===== config.mk =====
export PLATFORM = sky130hd
export DESIGN_NAME = rob_alloc
export DESIGN_NICKNAME = d
export VERILOG_FILES = /design/src/rtl/rob_alloc.sv
export SDC_FILE = /design/constraint.sdc
export NUM_CORES = 1
export LEC_CHECK = 0
export ABC_AREA = 1
export ABC_CLOCK_PERIOD_IN_PS = 10500
export CORE_ASPECT_RATIO = 0.6
export CORE_MARGIN = 3
export CORE_UTILIZATION = 50
export DETAILED_ROUTE_END_ITERATION = 7
export PLACE_DENSITY = 0.88
export SKIP_LAST_GASP = 1
export SYNTH_ARGS = -nofsm -noshare
export SYNTH_HDL_FRONTEND = slang
export SYNTH_SLANG_ARGS = --single-unit

===== constraint.sdc =====
create_clock -name clk -period 10.5 [get_ports clk]
set_input_delay 2.1 -clock clk [delete_from_list [all_inputs] [get_ports clk]]
set_output_delay 2.1 -clock clk [all_outputs]
set_load 0.01 [all_outputs]

===== src/rtl/rob_alloc.sv =====
// Reorder-buffer dispatch allocator: assigns consecutive ROB indices to a packed
// dispatch group, writes the new entries one cycle later, tracks occupancy and flush recovery.
// Optional stall counter: define ROB_ALLOC_STALL_STATS_EN.
module rob_alloc #(
    parameter int unsigned NUM_ROB_ENTS   = 64,
    parameter int unsigned DISPATCH_WIDTH = 4,
    parameter int unsigned RETIRE_WIDTH   = 4,
    parameter int unsigned AREG_W         = 5,
    localparam int unsigned IDX_W = $clog2(NUM_ROB_ENTS),
    localparam int unsigned CNT_W = IDX_W + 1,
    localparam int unsigned RC_W  = $clog2(RETIRE_WIDTH + 1)
) (
    input  logic                             clk,
    input  logic                             rst,
    input  logic [DISPATCH_WIDTH-1:0]        disp_valid,
    input  logic [DISPATCH_WIDTH*AREG_W-1:0] disp_dst_reg,
    input  logic [DISPATCH_WIDTH-1:0]        disp_has_dst,
    output logic                             disp_ready,
    output logic [DISPATCH_WIDTH*IDX_W-1:0]  alloc_idx,
    output logic [DISPATCH_WIDTH-1:0]        rob_w_en,
    output logic [DISPATCH_WIDTH*IDX_W-1:0]  rob_w_idx,
    output logic [DISPATCH_WIDTH*AREG_W-1:0] rob_w_dst,
    output logic [DISPATCH_WIDTH-1:0]        rob_w_has_dst,
    input  logic [RC_W-1:0]                  retire_cnt,
    input  logic                             flush,
    output logic                             rob_empty,
    output logic                             rob_full,
    output logic                             occ_underflow,
    output logic [31:0]                      stall_cycles
);

    localparam int unsigned REQ_W = $clog2(DISPATCH_WIDTH + 1);
    localparam logic [IDX_W-1:0] COL_MASK = IDX_W'(DISPATCH_WIDTH - 1);

    typedef enum logic {RUN, RECOVER} state_t;

    state_t            state, state_next;
    logic [IDX_W-1:0]  head, tail, head_n, tail_n;
    logic [CNT_W-1:0]  occ, occ_n, free, occ_sum;
    logic              uf_n;
    logic [REQ_W-1:0]  req_cnt, accepted;
    logic [RC_W-1:0]   retire_eff;
    logic              req_fits, run_seen;

    logic [IDX_W-1:0]  lane_idx [DISPATCH_WIDTH];
    logic [DISPATCH_WIDTH-1:0] wr_en;
    logic [IDX_W-1:0]  wr_idx [DISPATCH_WIDTH];
    logic [AREG_W-1:0] wr_dst [DISPATCH_WIDTH];
    logic              wr_has [DISPATCH_WIDTH];

    // Only the unbroken run of valid lanes starting at lane 0 is requested.
    always_comb begin
        req_cnt  = '0;
        run_seen = 1'b1;
        for (int unsigned i = 0; i < DISPATCH_WIDTH; i++) begin
            if (run_seen && disp_valid[i]) req_cnt = REQ_W'(i + 1);
            else                           run_seen = 1'b0;
        end
    end

    always_comb begin
        free     = CNT_W'(NUM_ROB_ENTS) - occ;
        req_fits = CNT_W'(req_cnt) <= free;
    end

    always_comb begin
        for (int unsigned i = 0; i < DISPATCH_WIDTH; i++) begin
            lane_idx[i]                  = tail + IDX_W'(i);
            alloc_idx[i*IDX_W +: IDX_W]  = lane_idx[i];
        end
    end

    // FSM: state register
    always_ff @(posedge clk) begin
        if (rst) state <= RUN;
        else     state <= state_next;
    end

    // FSM: next state
    always_comb begin
        state_next = state;
        if (flush)                 state_next = RECOVER;
        else if (state == RECOVER) state_next = RUN;
    end

    // FSM: outputs
    always_comb begin
        disp_ready = (state == RUN) && !flush && req_fits;
        accepted   = disp_ready ? req_cnt : '0;
        retire_eff = (state == RUN) ? retire_cnt : '0;
    end

    always_comb begin
        head_n  = head;
        tail_n  = tail;
        occ_n   = occ;
        uf_n    = occ_underflow;
        occ_sum = occ + CNT_W'(accepted);
        if (flush) begin
            head_n = head + IDX_W'(retire_eff);
            tail_n = head + IDX_W'(retire_eff);
            occ_n  = '0;
        end else if (state == RUN) begin
            tail_n = tail + IDX_W'(accepted);
            // Over-retire: drop everything old and keep only this cycle's group.
            if (CNT_W'(retire_cnt) > occ_sum) begin
                occ_n  = CNT_W'(accepted);
                head_n = tail;
                uf_n   = 1'b1;
            end else begin
                occ_n  = occ_sum - CNT_W'(retire_cnt);
                head_n = head + IDX_W'(retire_cnt);
            end
        end
    end

    // Consecutive lanes land in distinct columns, so each column has at most one writer.
    always_comb begin
        wr_en = '0;
        for (int unsigned c = 0; c < DISPATCH_WIDTH; c++) begin
            wr_idx[c] = '0;
            wr_dst[c] = '0;
            wr_has[c] = 1'b0;
            for (int unsigned i = 0; i < DISPATCH_WIDTH; i++) begin
                if ((REQ_W'(i) < accepted) && ((lane_idx[i] & COL_MASK) == IDX_W'(c))) begin
                    wr_en[c]  = 1'b1;
                    wr_idx[c] = lane_idx[i];
                    wr_dst[c] = disp_dst_reg[i*AREG_W +: AREG_W];
                    wr_has[c] = disp_has_dst[i];
                end
            end
        end
    end

    always_ff @(posedge clk) begin
        if (rst) begin
            head          <= '0;
            tail          <= '0;
            occ           <= '0;
            occ_underflow <= 1'b0;
            rob_empty     <= 1'b1;
            rob_full      <= 1'b0;
        end else begin
            head          <= head_n;
            tail          <= tail_n;
            occ           <= occ_n;
            occ_underflow <= uf_n;
            rob_empty     <= (occ_n == '0);
            rob_full      <= (occ_n == CNT_W'(NUM_ROB_ENTS));
        end
    end

    always_ff @(posedge clk) begin
        if (rst) begin
            rob_w_en      <= '0;
            rob_w_idx     <= '0;
            rob_w_dst     <= '0;
            rob_w_has_dst <= '0;
        end else begin
            rob_w_en <= wr_en;
            for (int unsigned c = 0; c < DISPATCH_WIDTH; c++) begin
                if (wr_en[c]) begin
                    rob_w_idx[c*IDX_W +: IDX_W]   <= wr_idx[c];
                    rob_w_dst[c*AREG_W +: AREG_W] <= wr_dst[c];
                    rob_w_has_dst[c]              <= wr_has[c];
                end
            end
        end
    end

`ifdef ROB_ALLOC_STALL_STATS_EN
    logic [31:0] stall_q;

    always_ff @(posedge clk) begin
        if (rst)
            stall_q <= '0;
        else if ((req_cnt != '0) && !disp_ready && (stall_q != '1))
            stall_q <= stall_q + 32'd1;
    end

    assign stall_cycles = stall_q;
`else
    assign stall_cycles = '0;
`endif

endmodule


* Word level (Yosys, flattened, before mapping) *
Index checks and enable logic that the tools add are counted.

storage, ports and cells
  input port bits = 34
  memories kept = 0
  register bits = 75
  ROM bits = 0
  memory bits (writable) = 0
  output and inout port bits = 112
  latch bits = 0
  logic and storage cells = 161

cells by class
  bitwise operators = 2
  $mul = 0
  shift-type cells = 0
  eq/ne operators = 14
  div/mod/pow operators = 0
  reductions and logical operators = 28
  muxes and demuxes = 82
  order comparisons = 6
  add/subtract/negate cells = 9

operator list
  operator                                                              count
  6-bit two-way mux                                                     21
  5-bit two-way mux                                                     16
  1-bit two-way mux                                                     37
  6-bit logical NOT                                                     4
  1-bit logical AND                                                     21
  7-bit two-way mux                                                     3
  6-bit by 3-bit adder with 6-bit output                                3
  2-bit == test (second input constant)                                 8
  6-bit by 2-bit adder with 6-bit output (second input constant)        2
  3-bit two-way mux                                                     3
  2-bit by 1-bit == test with 1-bit output (second input constant)      4
  7-bit by 3-bit adder with 7-bit output                                1
  7-bit == test (second input constant)                                 1
  3-bit by 7-bit greater-than comparator with 1-bit output              1
  3-bit by 7-bit less-or-equal comparator with 1-bit output             1
  7-bit logical NOT                                                     1
  7-bit by 3-bit subtractor with 7-bit output                           1
  7-bit subtractor (first input constant)                               1
  6-bit by 1-bit adder with 6-bit output (second input constant)        1
  1-bit by 3-bit < comparator with 1-bit output (first input constant)  2
  2-bit by 3-bit < comparator with 1-bit output (first input constant)  2
  2-bit two-way mux                                                     2
  3-bit AND reduction                                                   1
  2-bit inequality test (second input constant)                         1
  other kinds (2)                                                       3

* Longest topological paths before layout *
Gate-level depths: netlist of the first run.

  word-level depth = 16
  mapped depth = 28
  mapped depth without buffers = 27

* Least setup slack after synthesis of the first run *
Ideal clock, no wire load.

  path type = in2reg
  start = input disp_valid[0]
  end = register rob_full
  slack = 4.611 ns
  library setup time = 0.064 ns
  stages on the path = 27
  path buffers = 1
  data required time = 10.436 ns
  arrival time = 5.825 ns
  cells stage by stage = nand2_1 > nor3_2 > nor2_1 > ha_1 > nand3b_1 > nand2_1 > nand2_1 > nor2_1 > nand3_2 > buf_6 > nand3_1 > inv_1 > ha_1 > fa_1 > xor2_1 > ha_1 > a21oi_1 > o21a_1 > nand3_1 > nor2_1 > nand3_1 > nand2_2 > inv_1 > a21oi_1 > nand2_1 > nand3b_1 > nor2_1

between the ends
  cells in the longest elaborated chain, start to end = 16
  elaborated cells between the ends (all ways) = 20
  those cells by class = 2 x add/sub; 2 x order compare; 1 x eq/ne; 11 x mux; 4 x reduce/logical

ends and longest elaborated chain
  item                                                                                                                     RTL line  RTL
  start: declaration                                                                                                       15        input logic [DISPATCH_WIDTH-1:0] disp_valid,
  1-bit two-way mux                                                                                                        56        if (run_seen && disp_valid[i]) req_cnt = REQ_W'(i + 1);
  1-bit logical AND                                                                                                        56
  1-bit two-way mux                                                                                                        56
  1-bit logical AND                                                                                                        56
  1-bit two-way mux                                                                                                        56
  1-bit logical AND                                                                                                        56
  3-bit two-way mux *                                                                                                      56
  3-bit by 7-bit less-or-equal comparator with 1-bit output                                                                63        req_fits = CNT_W'(req_cnt) <= free;
  1-bit logical AND                                                                                                        88        disp_ready = (state == RUN) && !flush && req_fits;
  3-bit two-way mux *                                                                                                      89        accepted = disp_ready ? req_cnt : '0;
  7-bit by 3-bit adder with 7-bit output                                                                                   98        occ_sum = occ + CNT_W'(accepted);
  7-bit by 3-bit subtractor with 7-bit output or 3-bit by 7-bit greater-than comparator with 1-bit output (tied branches)  111, 106
  7-bit two-way mux *                                                                                                      106       if (CNT_W'(retire_cnt) > occ_sum) begin
  7-bit two-way mux *                                                                                                      103       end else if (state == RUN) begin
  7-bit two-way mux *                                                                                                      99        if (flush) begin
  7-bit == test *                                                                                                          149       rob_full <= (occ_n == CNT_W'(NUM_ROB_ENTS));
  end signal: assignment                                                                                                   149
  end: declaration                                                                                                         27        output logic rob_full,

Every way passes the cells marked *; elsewhere a longest branch is shown, timed or not.
A chain may end at the register's enable or synchronous reset.

* Worst setup path after layout of the first run *
  start = input disp_valid[0]
  end = output disp_ready

between the ends
  cells in the longest elaborated chain, start to end = 9
  elaborated cells between the ends (all ways) = 12
  those cells by class = 1 x order compare; 7 x mux; 4 x reduce/logical

ends and longest elaborated chain
  item                                                         RTL line  RTL
  1-bit two-way mux                                            56
  1-bit logical AND                                            56
  1-bit two-way mux                                            56
  1-bit logical AND                                            56
  1-bit two-way mux                                            56
  1-bit logical AND                                            56
  3-bit two-way mux *                                          56
  3-bit by 7-bit less-or-equal comparator with 1-bit output *  63
  1-bit logical AND *                                          88
  end: declaration                                             18        output logic disp_ready,

Marks and branches as above.

==> results of run 1 <==
## worst register-to-register path: stages, from the launching register on
cell,delay [ns]
dfxtp_1,0.47
inv_1,0.08
ha_1,0.25
xor2_1,0.16
ha_1,0.32
a21oi_1,0.15
nand2_1,0.06
nand2_1,0.05
nor2_1,0.04
nand3_2,0.25
nand2_1,0.19
nor3_1,0.64
fa_1,0.34
xor2_1,0.16
ha_1,0.30
a21oi_1,0.18
o21a_1,0.18
nand3_1,0.07
nor2_1,0.16
nand3_1,0.22
nand2_2,0.24
or2_2,0.14
o21ai_0,0.10
nor2_1,0.18
nand3_1,0.10
nand2_1,0.06
## state kept, by name (all words and copies together), names as in the netlist
| name | cells |
|---|---|
| occ | 7 |
| rob_w_has_dst | 4 |
| occ_underflow | 1 |
| state | 1 |
| rob_empty | 1 |
| rob_w_en | 4 |
| rob_w_idx | 24 |
| rob_full | 1 |
| head | 6 |
| rob_w_dst | 20 |
| tail | 6 |
## path summary, 6_finish.rpt
kind	endpoint	slack (ns)	cells past startpoint
setup / recovery	disp_ready	3.53	13
hold / removal	rob_w_idx[20]	0.46	2
setup reg to reg	rob_empty	5.33	25
hold reg to reg	rob_w_idx[20]	0.46	2
## cells by family after synthesis
family / share of synthesized area, %
AOI/OAI and AO/OA: 7.019
xor gates and xnor gates: 3.384
adders and majority gates: 7.154
buffers and inverters: 14.83
DFF: 23.20
other: 0.05795
and+or+nand+nor: 44.35
## layout by cell type, fill, tap and decap left out, drive strengths merged, types with 2 or more instances in the layout
master and n:
nand3b 3, nand3 85, xor2 20, inv 128, o31ai 3, o211ai 3
clkdlybuf4s50 112, o221ai 2, ha 29, nor2 224, nand2 332, a21oi 32
o2111ai 3, xnor2 5, nand4 13, clkbuf 10, clkinv 4, o21ai 29
nor3 5, buf 4, bufinv 2, fa 5, conb 32, o22ai 5
dfxtp 75
## stage by stage
step | instances | hold slack, ns | power (W) | utilization, % | instance area [µm²]
final | 1337 | 0.4596 | 0.001117 | 63.14 | 7787
after global routing | 1337 | 0.4710 | 0.001174 | 63.14 | 7787
after CTS | 1337 | 0.4591 | 0.001106 | 63.14 | 7787
after detailed placement | 1322 | 0.4494 | 0.0007679 | 60.57 | 7471
after global placement | 1322 | 0.4376 | 0.0007609 | 60.57 | 7471
after floorplan | 1111 | 0.4736 | 0.0006245 | - | 6588
## layout make-up
| class | count | area (µm²) |
|---|---|---|
| fill | 1113 | 4547 |
| multi-input combinational | 836 | 4126 |
| sequential | 75 | 1501 |
| timing repair buffer | 116 | 1149 |
| inverter | 130 | 488.0 |
| clock buffer | 10 | 239.0 |
| tap | 165 | 206.4 |
| clock inverter | 5 | 77.57 |
## routing by layer
metal,part of all wire [%],track usage (%)
met4,0.89,5.708
met2,38,37.50
met1,46,43.08
met5,0,0
met3,16,11.83
## where the power goes
part / total [W] / switching [W] / internal [W]
registers: 0.000348 / 0.0000337 / 0.000315
logic: 0.000432 / 0.000265 / 0.000166
clock network: 0.000337 / 0.000125 / 0.000212
total: 0.00112 / 0.000424 / 0.000693
==> impl_metrics.json, run 1 <==
{
  "status": "completed",
  "dp.final_hpwl_um": 15970,
  "synth_top_cell_area_share_pct": 23.20,
  "rsz0062_at_grt": "false",
  "worstSetupStartpoint": "disp_valid[0]",
  "gr-total-overflow": 0,
  "worst-path-buf-inv": 3,
  "antennaDiodeCount": 0,
  "min_from": "rob_w_idx[20]",
  "drv_slew": 0,
  "synthFlopType": "dfxtp_1",
  "final.setup.tns_ns": 0,
  "start_kind": "primary input",
  "hold_path.class": "register to register",
  "max_freq_ghz": 0.1435,
  "yosys-top-cells-count": "nand2_1, nor2_1, inv_1",
  "yosys_warnings": 0,
  "tritoncts": "built",
  "ys_types": 41,
  "powerDensity_nw_per_um2": 143.5,
  "clk_latency_ns": 0.34,
  "htree_levels": 3,
  "grt_antenna_before_repair": 0,
  "path_max_fanout": 11,
  "synth_area_um2": 6471,
  "hold_buffers": 0,
  "yosysMostFrequentCell": "nand2_1",
  "wl_per_cell_um": 15.99,
  "crit_path_top_delay_cell": "clkdlybuf4s50_1",
  "path_class": "primary input to primary output",
  "path_clk_slew_ns": 0.05,
  "critPathTopFamily": "simple AND/OR/NAND/NOR gates",
  "core-area_um2": 12330,
  "die_w_um": 152.9,
  "drtIter0Drc": 1087,
  "gp_congestion": 0.9963,
  "grt_pass1_wl_um": 33150,
  "vias_per_cell": 5.305,
  "post_cts_resized": 0,
  "reg2reg_from": "occ[1]",
  "drtPass1Iterations": 6,
  "synth_edf_count": 0,
  "critPathMaxStageDelay_ns": 0.48,
  "area_delta_synth_final_pct": 20.34,
  "yosysTopAreaCell": "dfxtp_1",
  "skew_ns": 0.009301,
  "cp.required_ns": 8.40,
  "setup_ws_ns": 3.532,
  "io_buffers": 113,
  "drt-total-wl_um": 21380,
  "vdd_drop_max_mv": 0.08273,
  "grt_pass1_vias": 6198,
  "clock-sinks": 75,
  "grt_max_degree": 47,
  "nets": 1236,
  "ant_nets": 0,
  "min_period_ns": 6.968,
  "syn_avg_cell_area_um2": 5.992,
  "pre_cts_ws_ns": 3.308,
  "ys_seq_elements": 75,
  "grt_use_total_pct": 28.70,
  "tightest_slew_ns": 0.8947,
  "ys_seq_area_share_pct": 23.20,
  "start_util_pct": 52.46,
  "cts_root_buffer": "clkbuf_16",
  "relSlewSlack_pct": 39.93,
  "min_period_over_period_pct": 66.36,
  "cts_buffer_depth": 2,
  "vias": 7093,
  "critPathMostFrequentCell": "nand2_1",
  "die-area_um2": 14390,
  "synthTopCellsByArea": "dfxtp_1, nand2_1, nor2_1, inv_1, nand3_1",
  "crit_path_end_kind": "primary output",
  "fp.dieH_um": 94.12,
  "drc_errors": 0,
  "cap_violations": 0,
  "setup_viol": 0,
  "cts_buffers": 9,
  "crit_path_cell_trace": "clkdlybuf4s50_1 -> nand2_1 -> nor3_2 -> nor2_1 -> ha_1 -> nand3b_1 -> nand2_1 -> nand2_1 -> nor2_1 -> nand3_2 -> nand2_1 -> inv_1 -> clkdlybuf4s50_1",
  "drive_gt1_share_pct": 5.887,
  "std_cell_rows": 31,
  "syn_inst": 1080,
  "synth_async_sr_flop_share_pct": 0,
  "post_cts_buffers": 0,
  "ios": 146,
  "hold_viol": 0,
  "arrival_ns": 4.87,
  "p_leak_nw": 3.990
}
Power figures use the tool's default switching activity.
==> inputs of run 2 (changes only) <==
- ABC_CLOCK_PERIOD_IN_PS: 10500 -> 5880
- CORE_UTILIZATION: 50 -> 47
- PLACE_DENSITY: 0.88 -> 0.87
- clock period: 10.5 -> 5.88 ns (I/O delays scaled with it)
==> impl_metrics.json, run 2 (synthesized netlist as in run 1, its figures left out) <==
{
  "status": "completed",
  "die_w_um": 157.5,
  "area_delta_synth_final_pct": 21.48,
  "die-area_um2": 15260,
  "reg2reg_from": "occ[0]",
  "path_clk_slew_ns": 0.06,
  "vias": 7129,
  "path_max_fanout": 9,
  "std_cell_rows": 32,
  "gr-total-overflow": 0,
  "hold_buffers": 0,
  "gp_congestion": 1.010,
  "cellInternalPower_w": 0.001202,
  "pwr-share-clk_pct": 28.2,
  "start_kind": "primary input",
  "drc_errors": 0,
  "final_common_cell": "nand2_1",
  "critPathMaxStageDelay_ns": 0.48,
  "relSlewSlack_pct": 38.15,
  "path_class": "primary input to register",
  "dp.final_hpwl_um": 16040,
  "cp.required_ns": 6.15,
  "drv_slew": 0,
  "drive_gt1_share_pct": 6.853,
  "ant_nets": 0,
  "whs_path_depth": 2,
  "fp.dieH_um": 96.89,
  "grt_pass1_wl_um": 33460,
  "drt-total-wl_um": 21420,
  "worstReg2RegEnd": "rob_empty",
  "grt_antenna_before_repair": 0,
  "stdcell_count": 1352,
  "cts_buffers": 9,
  "tightest_slew_ns": 0.9220,
  "max_freq_ghz": 0.1791,
  "skew_ns": 0.01028,
  "antennaDiodeCount": 0,
  "total_power_w": 0.001972,
  "clock-sinks": 75,
  "hold_path.class": "register to register",
  "p_sw_share_pct": 39.05,
  "largest_register_ffs": 24,
  "hold_viol": 0,
  "cts_root_buffer": "clkbuf_16",
  "powerDensity_nw_per_um2": 250.8,
  "drtIter0Drc": 1012,
  "crit_path_end_kind": "register",
  "vdd_drop_max_mv": 0.1541,
  "grt_pass1_vias": 6335,
  "worst-path-buf-inv": 2,
  "clk_latency_ns": 0.35,
  "core-area_um2": 13130,
  "pre_cts_ws_ns": 0.02848,
  "p_leak_nw": 4.035,
  "biggestRegsByFlops": "rob_w_idx (24), rob_w_dst (20), occ (7)",
  "cap_violations": 0,
  "min_from": "rob_w_idx[22]",
  "layout_common_cells": "nand2_1, nor2_1, inv_1, clkdlybuf4s50_1, nand3_1",
  "vias_per_cell": 5.273,
  "start_util_pct": 49.28,
  "htree_levels": 3,
  "top_register": "rob_w_idx",
  "setup_ws_ns": 0.2971,
  "wl_per_cell_um": 15.84,
  "arrival_ns": 5.85,
  "nFillCells": 1227,
  "drtPass1Iterations": 6,
  "r2r_setup_slack_ns": 1.10,
  "p_switching_w": 0.0007701,
  "ios": 146,
  "grt_max_degree": 46,
  "comb_power_share_pct": 40.4,
  "min_period_over_period_pct": 94.95,
  "crit_path_top_delay_cell": "clkdlybuf4s50_1",
  "dp.cells": 1335,
  "r2r_cells": 26,
  "grt_use_total_pct": 27.39,
  "nets": 1246,
  "io_buffers": 113,
  "power.share.sequential_pct": 31.4,
  "finalCoreUtilization_pct": 59.86,
  "whs_endpoint": "rob_w_idx[22]",
  "tritoncts": "built",
  "critPathTopFamily": "simple AND/OR/NAND/NOR gates",
  "min_period_ns": 5.583,
  "cts_buffer_depth": 2,
  "setup_viol": 0
}
## run 2: cell types whose count changed in the layout (fill, tap and decap cells not counted), sizes merged
cell / delta
clkinvlp: +1
clkinv: +1
clkbuf: -1
bufinv: -1
buf: +10
## run 2: worst reg2reg max path, cell delays in order (launching register included)
cell and delay (ns):
dfxtp_1 0.44, inv_1 0.14, ha_1 0.26, xor2_1 0.16, ha_1 0.33, nand3b_1 0.09
nand2_1 0.08, nand2_1 0.05, nor2_1 0.11, nand3_2 0.12, nand3_1 0.11, inv_1 0.08
ha_1 0.22, fa_1 0.41, xor2_1 0.18, ha_1 0.35, a21oi_1 0.19, o21a_1 0.18
nand3_1 0.07, nor2_1 0.21, nand3_2 0.17, nand2_4 0.17, or2_2 0.12, o21ai_0 0.09
nor2_1 0.20, nand3_1 0.11, nand2_1 0.06
## run 2: per-stage QoR
| step | area (µm²) | hold WS (ns) | TNS, ns |
|---|---|---|---|
| 3_5_place_dp | 7537 | 0.4448 | 0 |
| 3_3_place_gp | 7537 | 0.4433 | 0 |
| 4_1_cts | 7830 | 0.4562 | 0 |
| 5_1_grt | 7861 | 0.4846 | -0.03523 |
| 6_report | 7861 | 0.4542 | 0 |
| 2_1_floorplan | 6588 | 0.4736 | 0 |
## run 2: final cells by class
type	count	area, µm²	area share (%)
multi-input combinational	836	4143	52.70
tap	170	212.7	2.706
timing repair buffer	126	1224	15.57
sequential	75	1501	19.10
clock inverter	6	67.56	0.8595
inverter	130	488.0	6.207
clock buffer	9	225.2	2.865
## run 2: power groups by stage
stage          Combinational [W]  Clock [W]  Sequential, W
2_1_floorplan           0.000489          0       0.000626
5_1_grt                 0.000865   0.000582       0.000626
3_3_place_gp            0.000746          0       0.000628
3_5_place_dp            0.000760          0       0.000628
4_1_cts                 0.000768   0.000562       0.000618
6_report                0.000797   0.000555       0.000620
## run 2: worst max-delay path by stage
stage                             start   endpoint  depth (start not counted)
final                     disp_valid[0]  rob_empty                         27
after global routing      disp_valid[0]  rob_empty                         27
after CTS                 disp_valid[0]   rob_full                         27
after detailed placement  disp_valid[0]   rob_full                         27
after global placement    disp_valid[0]   rob_full                         27
after floorplan           disp_valid[0]   rob_full                         27
## run 2: timing repair
item,CTS,global route
setup endpoints to repair,0,6
buffers inserted,0,2
resized for setup,0,4
## run 2: layer usage
| metal | wire length, µm | GRT usage [%] | up-vias |
|---|---|---|---|
| met1 | 9664 | 43.09 | 3120 |
| met2 | 7976 | 35.05 | 502 |
| met3 | 3535 | 9.656 | 28 |
| met4 | 239 | 5.533 | 0 |
| li1 | - | - | 3479 |
| met5 | 0 | 0 | - |
==> inputs of run 3 (changes only) <==
- CORE_ASPECT_RATIO: 0.6 -> unset
==> impl_metrics.json, run 3 (synthesized netlist as in run 1, its figures left out) <==
{
  "area_delta_synth_final_pct": 22.16,
  "ant_nets": 0,
  "routed.top_layer": "met4",
  "grt_antenna_before_repair": 0,
  "io_buffers": 113,
  "max_freq_ghz": 0.1865,
  "core-area_um2": 13350,
  "powerDensity_nw_per_um2": 253.6,
  "final.setup.tns_ns": 0,
  "start_kind": "primary input",
  "drtIter0Drc": 831,
  "layout_common_cells": "nand2_1, nor2_1, inv_1, clkdlybuf4s50_1, nand3_1",
  "grt_max_degree": 47,
  "power.share.sequential_pct": 31.2,
  "dp.final_hpwl_um": 15130,
  "clk_latency_ns": 0.35,
  "final_common_cell": "nand2_1",
  "arrival_ns": 5.65,
  "stdcell_count": 1358,
  "path_class": "primary input to register",
  "drtPass1Iterations": 8,
  "drv_slew": 0,
  "cellInternalPower_w": 0.001264,
  "gp_congestion": 0.9647,
  "post_cts_buffers": 0,
  "path_clk_slew_ns": 0.06,
  "tritoncts": "built",
  "largest_register_ffs": 24,
  "p_switching_w": 0.0007401,
  "p_leak_nw": 4.051,
  "vias_per_cell": 5.222,
  "drc_errors": 1,
  "cts_buffer_depth": 2,
  "routed-wl-met2_um": 9274,
  "hold_viol": 0,
  "dp.cells": 1342,
  "rsz0062_at_grt": "false",
  "hold_path.class": "register to register",
  "skew_ns": 0.008848,
  "vdd_drop_max_mv": 0.1586,
  "cp.required_ns": 6.17,
  "cts_buffers": 9,
  "fp.dieH_um": 123.3,
  "start_util_pct": 48.48,
  "cap_violations": 0,
  "die-area_um2": 15210,
  "antennaDiodeCount": 0,
  "comb_power_share_pct": 38.2,
  "cts_root_buffer": "clkbuf_16",
  "pwr-share-clk_pct": 30.7,
  "setup_viol": 0,
  "met1_length_um": 8389,
  "nets": 1245,
  "met3_length_um": 2130,
  "ios": 146,
  "tightest_slew_ns": 0.7922,
  "path_max_fanout": 9,
  "violations": "DRC",
  "nFillCells": 1289,
  "vias": 7092,
  "finalCoreUtilization_pct": 59.22,
  "drt-total-wl_um": 20420,
  "drive_gt1_share_pct": 6.684,
  "std_cell_rows": 42,
  "top_register": "rob_w_idx",
  "clock-sinks": 75,
  "biggestRegsByFlops": "rob_w_idx (24), rob_w_dst (20), occ (7)",
  "gr-total-overflow": 0,
  "htree_levels": 3,
  "status": "finished, violations left",
  "die_w_um": 123.3,
  "p_sw_share_pct": 36.92,
  "grt_pass1_vias": 6602,
  "place_area_um2": 7557,
  "min_period_over_period_pct": 91.21,
  "crit_path_end_kind": "register",
  "relSlewSlack_pct": 46.86,
  "wl_per_cell_um": 15.04,
  "min_period_ns": 5.363,
  "grt_pass1_wl_um": 32610,
  "stdcell_area_um2": 7905,
  "grt_use_total_pct": 26.85
}
## run 3: power by group through the flow
stage                     combinational, W  sequential, W  clock, W
after global placement            0.000731       0.000633         0
after floorplan                   0.000489       0.000626         0
final                             0.000765       0.000625  0.000614
after CTS                         0.000752       0.000624  0.000618
after global routing              0.000843       0.000632  0.000637
after detailed placement          0.000745       0.000634         0
## run 3: layout make-up
| class | count | area (µm²) | share of cell area [%] |
|---|---|---|---|
| Inverter | 130 | 488.0 | 6.173 |
| Tap cell | 176 | 220.2 | 2.786 |
| Clock buffer | 12 | 256.5 | 3.245 |
| Sequential cell | 75 | 1501 | 18.99 |
| Timing Repair Buffer | 125 | 1221 | 15.45 |
| Multi-Input combinational cell | 836 | 4145 | 52.44 |
| Clock inverter | 4 | 72.57 | 0.9180 |
## run 3: final timing paths
kind,startpoint,endpoint,slack [ns],cells after the start
worst min-delay path,rob_w_idx[20],rob_w_idx[20],0.46,2
worst max register to register,occ[1],rob_full,1.24,26
worst min register to register,rob_w_idx[20],rob_w_idx[20],0.46,2
worst max-delay path,disp_valid[0],rob_full,0.52,27
## run 3: layer usage
metal  vias up  global-route usage [%]
li1       3477                       -
met1      3154                   35.03
met2       393                   43.76
met3        68                   5.032
met4         0                   10.73
met5         -                       0
## run 3: repair_timing
action	in CTS	in global routing
gates resized for setup	0	4
endpoints found under the setup margin	0	2
hold buffers	0	0
## run 3: worst max-delay path, cell delays in order
cell	delay, ns
clkdlybuf4s50_1	0.48
nand2_1	0.14
nor3_4	0.20
nor2_1	0.09
ha_1	0.30
nand3b_1	0.08
nand2_1	0.07
nand2_1	0.05
nor2_1	0.11
nand3_2	0.10
nand3_1	0.12
inv_1	0.09
ha_1	0.21
fa_1	0.40
xor2_1	0.18
ha_1	0.33
a21oi_1	0.16
o21a_1	0.17
nand3_1	0.09
nor2_2	0.15
nand3_2	0.17
nand2_4	0.16
or2_2	0.12
o21ai_0	0.10
nor2_1	0.20
nand3b_1	0.11
nor2_1	0.09
## run 3: through the flow
| step | hold slack [ns] | worst slack, ns | power, W |
|---|---|---|---|
| 6_report | 0.4555 | 0.5168 | 0.002004 |
| 5_1_grt | 0.4735 | 0.05374 | 0.002112 |
| 4_1_cts | 0.4547 | 0.3575 | 0.001994 |
| 3_5_place_dp | 0.4460 | 0.005404 | 0.001379 |
| 3_3_place_gp | 0.4440 | 0.2333 | 0.001364 |
| 2_1_floorplan | 0.4736 | 0.9147 | 0.001115 |
